<file path="src/rtl/quant_zigzag_buf_if.sv">
// Handshake bundle between the quantisation multiplier, the zigzag buffer and
// the run-length stage: raster products in, zigzag-ordered coefficients out.
interface quant_zigzag_buf_if #(
  parameter int OUT_W = 11
) ();
  logic             in_valid;
  logic             in_ready;
  logic [34:0]      in_mag;
  logic             in_sign;
  logic             out_valid;
  logic             out_ready;
  logic [OUT_W-1:0] out_data;
  logic [5:0]       out_idx;
  logic             out_last;

  modport master (
    output in_valid, in_mag, in_sign, out_ready,
    input  in_ready, out_valid, out_data, out_idx, out_last
  );

  modport slave (
    input  in_valid, in_mag, in_sign, out_ready,
    output in_ready, out_valid, out_data, out_idx, out_last
  );
endinterface

</file>
<file path="src/rtl/quant_zigzag_buf.sv">
// Rounds, saturates and re-signs quantiser products, then reorders each
// 64-coefficient block from raster to zigzag order through a ping-pong buffer.
module quant_zigzag_buf #(
  parameter int FRAC_BITS = 11,
  parameter int OUT_W     = 11
) (
  input  logic               clk,
  input  logic               rst,
  quant_zigzag_buf_if.slave  bus
);

  localparam int MAG_W = 35;
  localparam int ACC_W = 36;
  localparam logic [ACC_W-1:0] HALF = 36'd1 << (FRAC_BITS - 1);
  localparam logic [ACC_W-1:0] MAXV = (36'd1 << (OUT_W - 1)) - 36'd1;

  localparam logic [5:0] ZZ [64] = '{
    6'd0,  6'd1,  6'd8,  6'd16, 6'd9,  6'd2,  6'd3,  6'd10,
    6'd17, 6'd24, 6'd32, 6'd25, 6'd18, 6'd11, 6'd4,  6'd5,
    6'd12, 6'd19, 6'd26, 6'd33, 6'd40, 6'd48, 6'd41, 6'd34,
    6'd27, 6'd20, 6'd13, 6'd6,  6'd7,  6'd14, 6'd21, 6'd28,
    6'd35, 6'd42, 6'd49, 6'd56, 6'd57, 6'd50, 6'd43, 6'd36,
    6'd29, 6'd22, 6'd15, 6'd23, 6'd30, 6'd37, 6'd44, 6'd51,
    6'd58, 6'd59, 6'd52, 6'd45, 6'd38, 6'd31, 6'd39, 6'd46,
    6'd53, 6'd60, 6'd61, 6'd54, 6'd47, 6'd55, 6'd62, 6'd63
  };

  function automatic logic [ACC_W-1:0] round_mag(input logic [MAG_W-1:0] mag);
    logic [ACC_W-1:0] sum;
    sum = {1'b0, mag} + HALF;
    return sum >> FRAC_BITS;
  endfunction

  function automatic logic signed [OUT_W-1:0] sat_sign(input logic [ACC_W-1:0] r,
                                                       input logic neg);
    logic signed [OUT_W-1:0] m;
    if (r > MAXV) m = signed'(MAXV[OUT_W-1:0]);
    else          m = signed'(r[OUT_W-1:0]);
    // Magnitude never exceeds 2^(OUT_W-1)-1, so negation cannot overflow and -0 is 0.
    return neg ? -m : m;
  endfunction

  logic signed [OUT_W-1:0] mem [128];

  logic [1:0]              full_q, full_d;
  logic                    wbank_q, wbank_d;
  logic                    rbank_q, rbank_d;
  logic [5:0]              wcnt_q, wcnt_d;
  logic [5:0]              rk_q, rk_d;
  logic                    done_q, done_d;
  logic                    ov_q, ov_d;
  logic signed [OUT_W-1:0] od_q, od_d;
  logic [5:0]              oidx_q, oidx_d;
  logic                    olast_q, olast_d;

  logic in_fire, out_fire, rel, lbank, lpend, load;

  always_comb begin
    in_fire  = bus.in_valid & ~full_q[wbank_q];
    out_fire = ov_q & bus.out_ready;
    rel      = out_fire & olast_q;
    // On the cycle a bank is released the next full bank can load immediately,
    // so consecutive blocks stream without a bubble.
    lbank    = rel ? ~rbank_q : rbank_q;
    lpend    = full_q[lbank] & (rel | ~done_q);
    load     = lpend & (~ov_q | bus.out_ready);

    full_d  = full_q;
    wbank_d = wbank_q;
    rbank_d = rbank_q;
    wcnt_d  = wcnt_q;
    rk_d    = rk_q;
    done_d  = done_q;
    ov_d    = ov_q;
    od_d    = od_q;
    oidx_d  = oidx_q;
    olast_d = olast_q;

    if (in_fire) begin
      wcnt_d = wcnt_q + 6'd1;
      if (wcnt_q == 6'd63) begin
        full_d[wbank_q] = 1'b1;
        wbank_d         = ~wbank_q;
      end
    end

    if (rel) begin
      full_d[rbank_q] = 1'b0;
      rbank_d         = ~rbank_q;
      done_d          = 1'b0;
    end

    if (out_fire) ov_d = 1'b0;

    if (load) begin
      ov_d    = 1'b1;
      od_d    = mem[{lbank, ZZ[rk_q]}];
      oidx_d  = rk_q;
      olast_d = (rk_q == 6'd63);
      rk_d    = rk_q + 6'd1;
      done_d  = (rk_q == 6'd63);
    end
  end

  // Write stage: quantise and store at the raster address of the write bank
  always_ff @(posedge clk) begin
    if (in_fire) mem[{wbank_q, wcnt_q}] <= sat_sign(round_mag(bus.in_mag), bus.in_sign);
  end

  // Read stage: control state and the registered output slot
  always_ff @(posedge clk) begin
    if (rst) begin
      full_q  <= 2'b00;
      wbank_q <= 1'b0;
      rbank_q <= 1'b0;
      wcnt_q  <= 6'd0;
      rk_q    <= 6'd0;
      done_q  <= 1'b0;
      ov_q    <= 1'b0;
      od_q    <= '0;
      oidx_q  <= 6'd0;
      olast_q <= 1'b0;
    end else begin
      full_q  <= full_d;
      wbank_q <= wbank_d;
      rbank_q <= rbank_d;
      wcnt_q  <= wcnt_d;
      rk_q    <= rk_d;
      done_q  <= done_d;
      ov_q    <= ov_d;
      od_q    <= od_d;
      oidx_q  <= oidx_d;
      olast_q <= olast_d;
    end
  end

  assign bus.in_ready  = ~full_q[wbank_q];
  assign bus.out_valid = ov_q;
  assign bus.out_data  = od_q;
  assign bus.out_idx   = oidx_q;
  assign bus.out_last  = olast_q;

endmodule
</file>
<file path="src/flat_wrapper.sv">
// flat-port wrapper written by rule: the top's interface ports become plain ports
module quant_zigzag_buf_flat 
#(
  parameter int FRAC_BITS = 11,
  parameter int OUT_W     = 11
)
  (clk, rst, bus_in_valid, bus_in_mag, bus_in_sign, bus_out_ready, bus_in_ready, bus_out_valid, bus_out_data, bus_out_idx, bus_out_last);
  quant_zigzag_buf_if #(.OUT_W(OUT_W)) bus_i ();
  input  logic clk;
  input  logic rst;
  input wire logic [$bits(bus_i.in_valid)-1:0] bus_in_valid;
  input wire logic [$bits(bus_i.in_mag)-1:0] bus_in_mag;
  input wire logic [$bits(bus_i.in_sign)-1:0] bus_in_sign;
  input wire logic [$bits(bus_i.out_ready)-1:0] bus_out_ready;
  output wire logic [$bits(bus_i.in_ready)-1:0] bus_in_ready;
  output wire logic [$bits(bus_i.out_valid)-1:0] bus_out_valid;
  output wire logic [$bits(bus_i.out_data)-1:0] bus_out_data;
  output wire logic [$bits(bus_i.out_idx)-1:0] bus_out_idx;
  output wire logic [$bits(bus_i.out_last)-1:0] bus_out_last;
  assign bus_i.in_valid = bus_in_valid;
  assign bus_i.in_mag = bus_in_mag;
  assign bus_i.in_sign = bus_in_sign;
  assign bus_i.out_ready = bus_out_ready;
  assign bus_in_ready = bus_i.in_ready;
  assign bus_out_valid = bus_i.out_valid;
  assign bus_out_data = bus_i.out_data;
  assign bus_out_idx = bus_i.out_idx;
  assign bus_out_last = bus_i.out_last;
  quant_zigzag_buf #(.FRAC_BITS(FRAC_BITS), .OUT_W(OUT_W)) u_core (.clk(clk), .rst(rst), .bus(bus_i));
endmodule
</file>
<file path="config.mk">
export PLATFORM = sky130hd
export DESIGN_NAME = quant_zigzag_buf_flat
export DESIGN_NICKNAME = d
export VERILOG_FILES = /design/src/rtl/quant_zigzag_buf_if.sv /design/src/rtl/quant_zigzag_buf.sv /design/src/flat_wrapper.sv
export SDC_FILE = /design/constraint.sdc
export NUM_CORES = 1
export LEC_CHECK = 0
export ABC_CLOCK_PERIOD_IN_PS = 12500
export CORE_MARGIN = 10
export CORE_UTILIZATION = 40
export DETAILED_ROUTE_END_ITERATION = 8
export GPL_ROUTABILITY_DRIVEN = 0
export PLACE_DENSITY = 0.59
export SETUP_SLACK_MARGIN = 0.3
export SLEW_MARGIN = 20
export SYNTH_ARGS = -nofsm -noshare
export SYNTH_HDL_FRONTEND = slang
export SYNTH_SLANG_ARGS = --single-unit
</file>
<file path="constraint.sdc">
create_clock -name clk -period 12.5 [get_ports clk]
set_input_delay 2.5 -clock clk [delete_from_list [all_inputs] [get_ports clk]]
set_output_delay 2.5 -clock clk [all_outputs]
set_load 0.01 [all_outputs]
</file>
# Word-level counts from Yosys, hierarchy flattened
# Memory sizes are Yosys's and may differ from the RTL's. A register that Yosys moved wholly into a read port is not among the register bits.
# Index checks and enable logic that the tools add are counted.
# Widths: inputs -> output; s select.
[totals] regBits=25 ram_bits=1408 romBits=384 output_inout_bits=20 wordCells=68 n_memories=2
[classes] add_sub_neg=4 order_cmp=7 eq_ne=2 mux=23 n_bitwise=16 reduce_logical=5
[memory_table] memory="u_core.mem" words=128 width=11 read_ports=1 rd_ports_with_merged_regs=1 write_ports=1 line_no="quant_zigzag_buf.sv:43" rtl="logic signed [OUT_W-1:0] mem [128];"
[memory_table] memory="(no name shown)" words=64 width=6 read_ports=1 rd_ports_with_merged_regs=0 write_ports=0 line_no="quant_zigzag_buf.sv:97" rtl="od_d = mem[{lbank, ZZ[rk_q]}];"
[ops] operator="$add 35x11->36 const B" count=1
[ops] operator="$mux 11" count=3
[ops] operator="$gt 25x10->1 const B" count=1
[ops] operator="$mux 1" count=13
[ops] operator="$add 6x1->6 const B" count=2
[ops] operator="$eq 6x6->1 const B" count=2
[ops] operator="$mux 6" count=2
[ops] operator="$neg 11->11" count=1
[ops] operator="$ge 7x7->1 const B" count=1
[ops] operator="$not 6->7" count=1
[ops] operator="$lt 1x2->1 const B" count=3
[ops] operator="$mux 2" count=3
[ops] operator="$and 1x1->1" count=5
[ops] operator="$not 1->1" count=5
[ops] operator="$reduce_bool 2->1" count=2
[ops] operator="$and 2x2->2" count=1
[ops] operator="$demux 1 s1" count=2
[ops] operator="$ge 1x1->1 const B" count=2
[ops] operator="$logic_and 1x1->1" count=2
[ops] operator="$not 2->2" count=1
[ops] operator="$or 1x1->1" count=2
[ops] operator="$or 2x2->2" count=1
[ops] operator="$reduce_and 2->1" count=1

# Longest topological paths before layout
[depth] word_depth=9 mapped_depth=18 ltp_nobuf=12

# Least setup slack after synthesis
# Ideal clock, no wire load.
[synth_timing] kind="in2reg" start="input port bus_in_mag[10]" end="memory u_core.mem[0][5], data pin" setup_time_ns=1.230 t_arrival_ns=9.814 t_required_ns=11.270 slack_ns=1.457 cell_stages=12 path_buffers=1 cell_sequence="ha_1 -> inv_1 -> nor3_1 -> nand3_1 -> nor4_1 -> nor2_1 -> o21ba_1 -> o22ai_1 -> nand4b_1 -> clkbuf_1 -> nor3b_1 -> a211oi_1"
[synth_between] elab_chain_len=6
[synth_rtl] element="from (decl)" line_no="flat_wrapper.sv:12" rtl="input wire logic [$bits(bus_i.in_mag)-1:0] bus_in_mag;"
[synth_rtl] element="$add 35x11->36 *" line_no="quant_zigzag_buf.sv:30" rtl="sum = {1'b0, mag} + HALF;"
[synth_rtl] element="$gt 25x10->1" line_no="quant_zigzag_buf.sv:37" rtl="if (r > MAXV) m = signed'(MAXV[OUT_W-1:0]);"
[synth_rtl] element="$mux 11 *" line_no="quant_zigzag_buf.sv:37"
[synth_rtl] element="$mux 11 *" line_no="quant_zigzag_buf.sv:107" rtl="if (in_fire) mem[{wbank_q, wcnt_q}] <= sat_sign(round_mag(bus.in_mag), bus.in_sign);"
[synth_rtl] element="$neg 11->11" line_no="quant_zigzag_buf.sv:40" rtl="return neg ? -m : m;"
[synth_rtl] element="$mux 11 *" line_no="quant_zigzag_buf.sv:40"
[synth_rtl] element="to (decl)" line_no="quant_zigzag_buf.sv:43"
# Every way passes the cells marked *; elsewhere a longest branch is shown, timed or not. The select of a mux whose other input is x is not followed.

# Worst setup path in the final report
[layout_timing] start="input port bus_in_mag[11]" end="memory u_core.mem[67][8], data pin"
# The elaborated chain is that of the path after synthesis.

==> flow_metrics.py <==
metrics = {
    "finish": {
        "stdcell_area_sq_mm": 0.0660,
        "layout_common_cells": "1408 x edfxtp_1, 1107 x nand2_1, 341 x nand3_1, 153 x clkbuf_16, 141 x nor2_1",
        "nNetsFinal": 4471,
        "fillers": 12915,
        "antenna_cells": 0,
        "area_growth_syn_to_layout_pct": 12.4,
        "final_common_cell": "edfxtp_1",
        "drive_above_1_share_pct": 8.89,
    },
    "floorplanning": {
        "rows": 140,
        "start_util_pct": 40.3,
        "core_sq_mm": 0.146,
        "die-width_um": 403,
        "ios": 60,
        "die_area_sq_mm": 0.162,
        "die_height_um": 403,
    },
    "cts": {
        "cts_tree": "yes",
        "cts_buffers": 150,
        "root_buffer": "clkbuf_16",
        "ctsHoldBuffers": 0,
        "cts_setup_buffers": 0,
        "clk_path_buf_depth": 3,
        "clkSinkCount": 1444,
        "cts_max_level": 4,
        "clk_pin_slew_ns": 0.06,
        "clk_latency_ns": 0.77,
        "cts_resized": 0,
    },
    "worst_setup_path": {
        "r2r_cells": 14,
        "cpMostUsedCell": "buf_4",
        "crit_path_max_fanout": 57,
        "cp_slowest_stage_delay_ns": 0.77,
        "rr_endpoint": "u_core.bus.out_data[1]$_SDFFE_PP0P_",
        "path_class": "input pin to flip-flop",
        "critical_path_required_ns": 12.99,
        "cp_slowest_cell": "nand4b_1",
        "crit_chain": "clkdlybuf4s50_1, ha_1, inv_1, nor3_1, nand3_1, nor4_1, nand2_1, o21ba_1, o22ai_1, nand4b_1, o21bai_1, a21oi_4, buf_4, buf_4",
        "reg2reg_slack_ns": 5.91,
        "critPathLaunchType": "input pin",
        "cp-end-kind": "flip-flop",
        "arrival_ns": 7.98,
        "r2r-start": "u_core.rk_q[0]$_SDFFE_PP0P_",
    },
    "detailed_routing": {
        "vias_per_cell": 5.74,
        "dr.pass1.iters": 5,
        "wl_per_cell_um": 24.4,
        "drc": 0,
        "vias": 37014,
        "first_iter_violations": 4098,
        "drt-total-wl_mm": 157,
        "ant_nets": 0,
    },
    "power_and_ir_drop": {
        "power_density_mw_per_mm2": 147,
        "p_leak_nw": 21.3,
        "vdd_drop_max_v": 0.000132,
    },
    "place": {
        "place_area_sq_mm": 0.0612,
        "dp_hpwl_mm": 89.1,
        "post-place-ws_ns": 4.21,
        "portBuffers": 49,
    },
    "timing": {
        "drv_slew": 0,
        "fin_setup_tns_ns": 0,
        "fin_crit_sh_pct": 59.9,
        "slew_headroom_pct": 23.0,
        "worst_pin_slew_ns": 1.15,
        "skew_ns": 0.0222,
        "setup_ws_ns": 5.01,
        "hold_viol": 0,
        "rsz0062_at_grt": "no",
        "setup_viol": 0,
        "fmax_mhz": 133,
        "period_needed_ns": 7.49,
    },
    "synth": {
        "async_flop_share_pct": 0,
        "synth_top_area_share_pct": 72.0,
        "netlist_area_sq_mm": 0.0587,
        "avgSynthCellArea_sq_um": 13.3,
        "synth_edf_count": 1408,
        "yosysTopAreaCell": "edfxtp_1",
        "synthCells": 4422,
        "synth.distinct_cells": 68,
        "ys_warn_count": 0,
        "ys.flop_type": "edfxtp_1",
        "syn-num-nets": 4481,
        "ys_seq_area_share_pct": 73.3,
        "synthTopCellsByArea": "edfxtp_1 72%, nand2_1 7.1%, nand3_1 2.9%",
        "synth_seq_cells": 1444,
    },
    "outcome": {
        "status": "finished, final reports clean",
    },
    "min_path": {
        "worst_hold_path_type": "flip-flop to flip-flop",
        "whs_endpoint": "u_core.done_q$_SDFFE_PP0P_",
        "hold_path_depth": 2,
        "worstHoldStart": "u_core.done_q$_SDFFE_PP0P_",
    },
    "global_route": {
        "grt_pass1_wl_mm": 231,
        "first_global_vias": 34885,
        "antenna_found_initial": 6,
        "grt_use_total_pct": 18.7,
        "grt_max_degree": 160,
        "gr-total-overflow": 0,
    },
    "job": {
        "cap_violations": 0,
    },
}
==> state kept, by name, indices dropped and copies added (netlist names) <==
signal,count
u_core.bus.out_idx,6
u_core.mem,1408
u_core.bus.out_data,11
u_core.rk_q,6
u_core.rbank_q,1
u_core.done_q,1
u_core.full_q,2
u_core.bus.out_last,1
u_core.wcnt_q,6
u_core.wbank_q,1
u_core.bus.out_valid,1
==> cell type report <==
cell class | instances | area [sq um] | area share, %
Clock inverter | 77 | 629 | 0.954
Tap cell | 1917 | 2400 | 3.64
Clock buffer | 196 | 4020 | 6.09
Sequential cell | 1444 | 43000 | 65.2
Timing Repair Buffer | 147 | 1320 | 2.01
Inverter | 16 | 60.1 | 0.0910
Multi-Input combinational cell | 2653 | 14500 | 22.0
==> power breakdown <==
group / internal (mW) / total (mW) / leakage, nW / switching, mW
Clock: 2.44 / 4.27 / 2.27 / 1.84
Sequential: 5.31 / 5.31 / 13.3 / 0.00286
Combinational: 0.0253 / 0.135 / 5.74 / 0.110
==> worst max-delay path by stage <==
stage / startpoint / to / slack (ns) / cells past startpoint
after floorplan: bus_in_mag[10] / u_core.mem[0][5]$_DFFE_PP_ / 1.46 / 12
after global placement: bus_in_mag[10] / u_core.mem[64][8]$_DFFE_PP_ / 4.26 / 14
after detailed placement: bus_in_mag[10] / u_core.mem[64][8]$_DFFE_PP_ / 4.21 / 14
after CTS: bus_in_mag[10] / u_core.mem[67][8]$_DFFE_PP_ / 5.03 / 14
after global routing: bus_in_mag[11] / u_core.mem[67][8]$_DFFE_PP_ / 4.57 / 14
final: bus_in_mag[11] / u_core.mem[67][8]$_DFFE_PP_ / 5.01 / 14
==> cell usage after synthesis, types with 6 or more instances <==
master and number:
a31oi_1 124, buf_1 13, nand4_1 52, inv_1 15, mux2i_1 71, and2_1 10, o21a_1 6, o211ai_1 11
buf_4 21, xnor2_1 8, xor2_1 12, and4_1 11, ha_1 19, a22oi_1 24, nand2b_1 13, nor2_1 196
buf_2 130, o21ai_0 43, dfxtp_1 36, nand3_1 341, a32oi_1 63, edfxtp_1 1408, o22ai_1 7, and3_1 131
clkbuf_1 139, a21oi_1 68, buf_6 6, a211oi_1 115, a2111oi_2 12, a311oi_1 108, nor3_1 15, nand2_1 1107
a311o_1 13, nor2b_1 13
==> through the flow <==
step,util (%),hold WS (ns),power (mW),std cells
floorplan,-,0.437,5.49,4422
global placement,42.0,0.451,5.55,6176
detailed placement,42.0,0.457,5.55,6176
CTS,45.2,0.465,9.79,6449
global route,45.3,0.495,9.99,6450
finish,45.3,0.464,9.72,6450
==> per-layer routing <==
metal  track usage [%]  vias to the layer above  share of wire [%]
met4              6.22                        2                2.8
li1                  -                    16633                  -
met3              4.36                      231                8.0
met5                 0                        -             0.0083
met2              28.6                     1353                 46
met1              26.3                    18795                 44
==> kinds of logic (layout without fill, tap and decap cells) <==
group	count (synthesis)	count (layout)	share of synthesized area, %
and+or+nand+nor	1914	1914	14.2
DFF	1444	1444	73.3
AOI/OAI and AO/OA	621	621	7.82
buffers and inverters	325	436	2.57
muxes	79	79	1.44
xor gates and xnor gates	20	20	0.298
adders and majority gates	19	19	0.405
==> worst max-delay path: cells and delay by family <==
kind	cells	cell delay (ns)
buffers and inverters	4	1.77
AO/OA/AOI/OAI	4	1.39
adder cells (fa/ha/maj)	1	0.28
AND/OR/NAND/NOR	5	1.92
No activity file was read; power rests on OpenSTA's default activity.
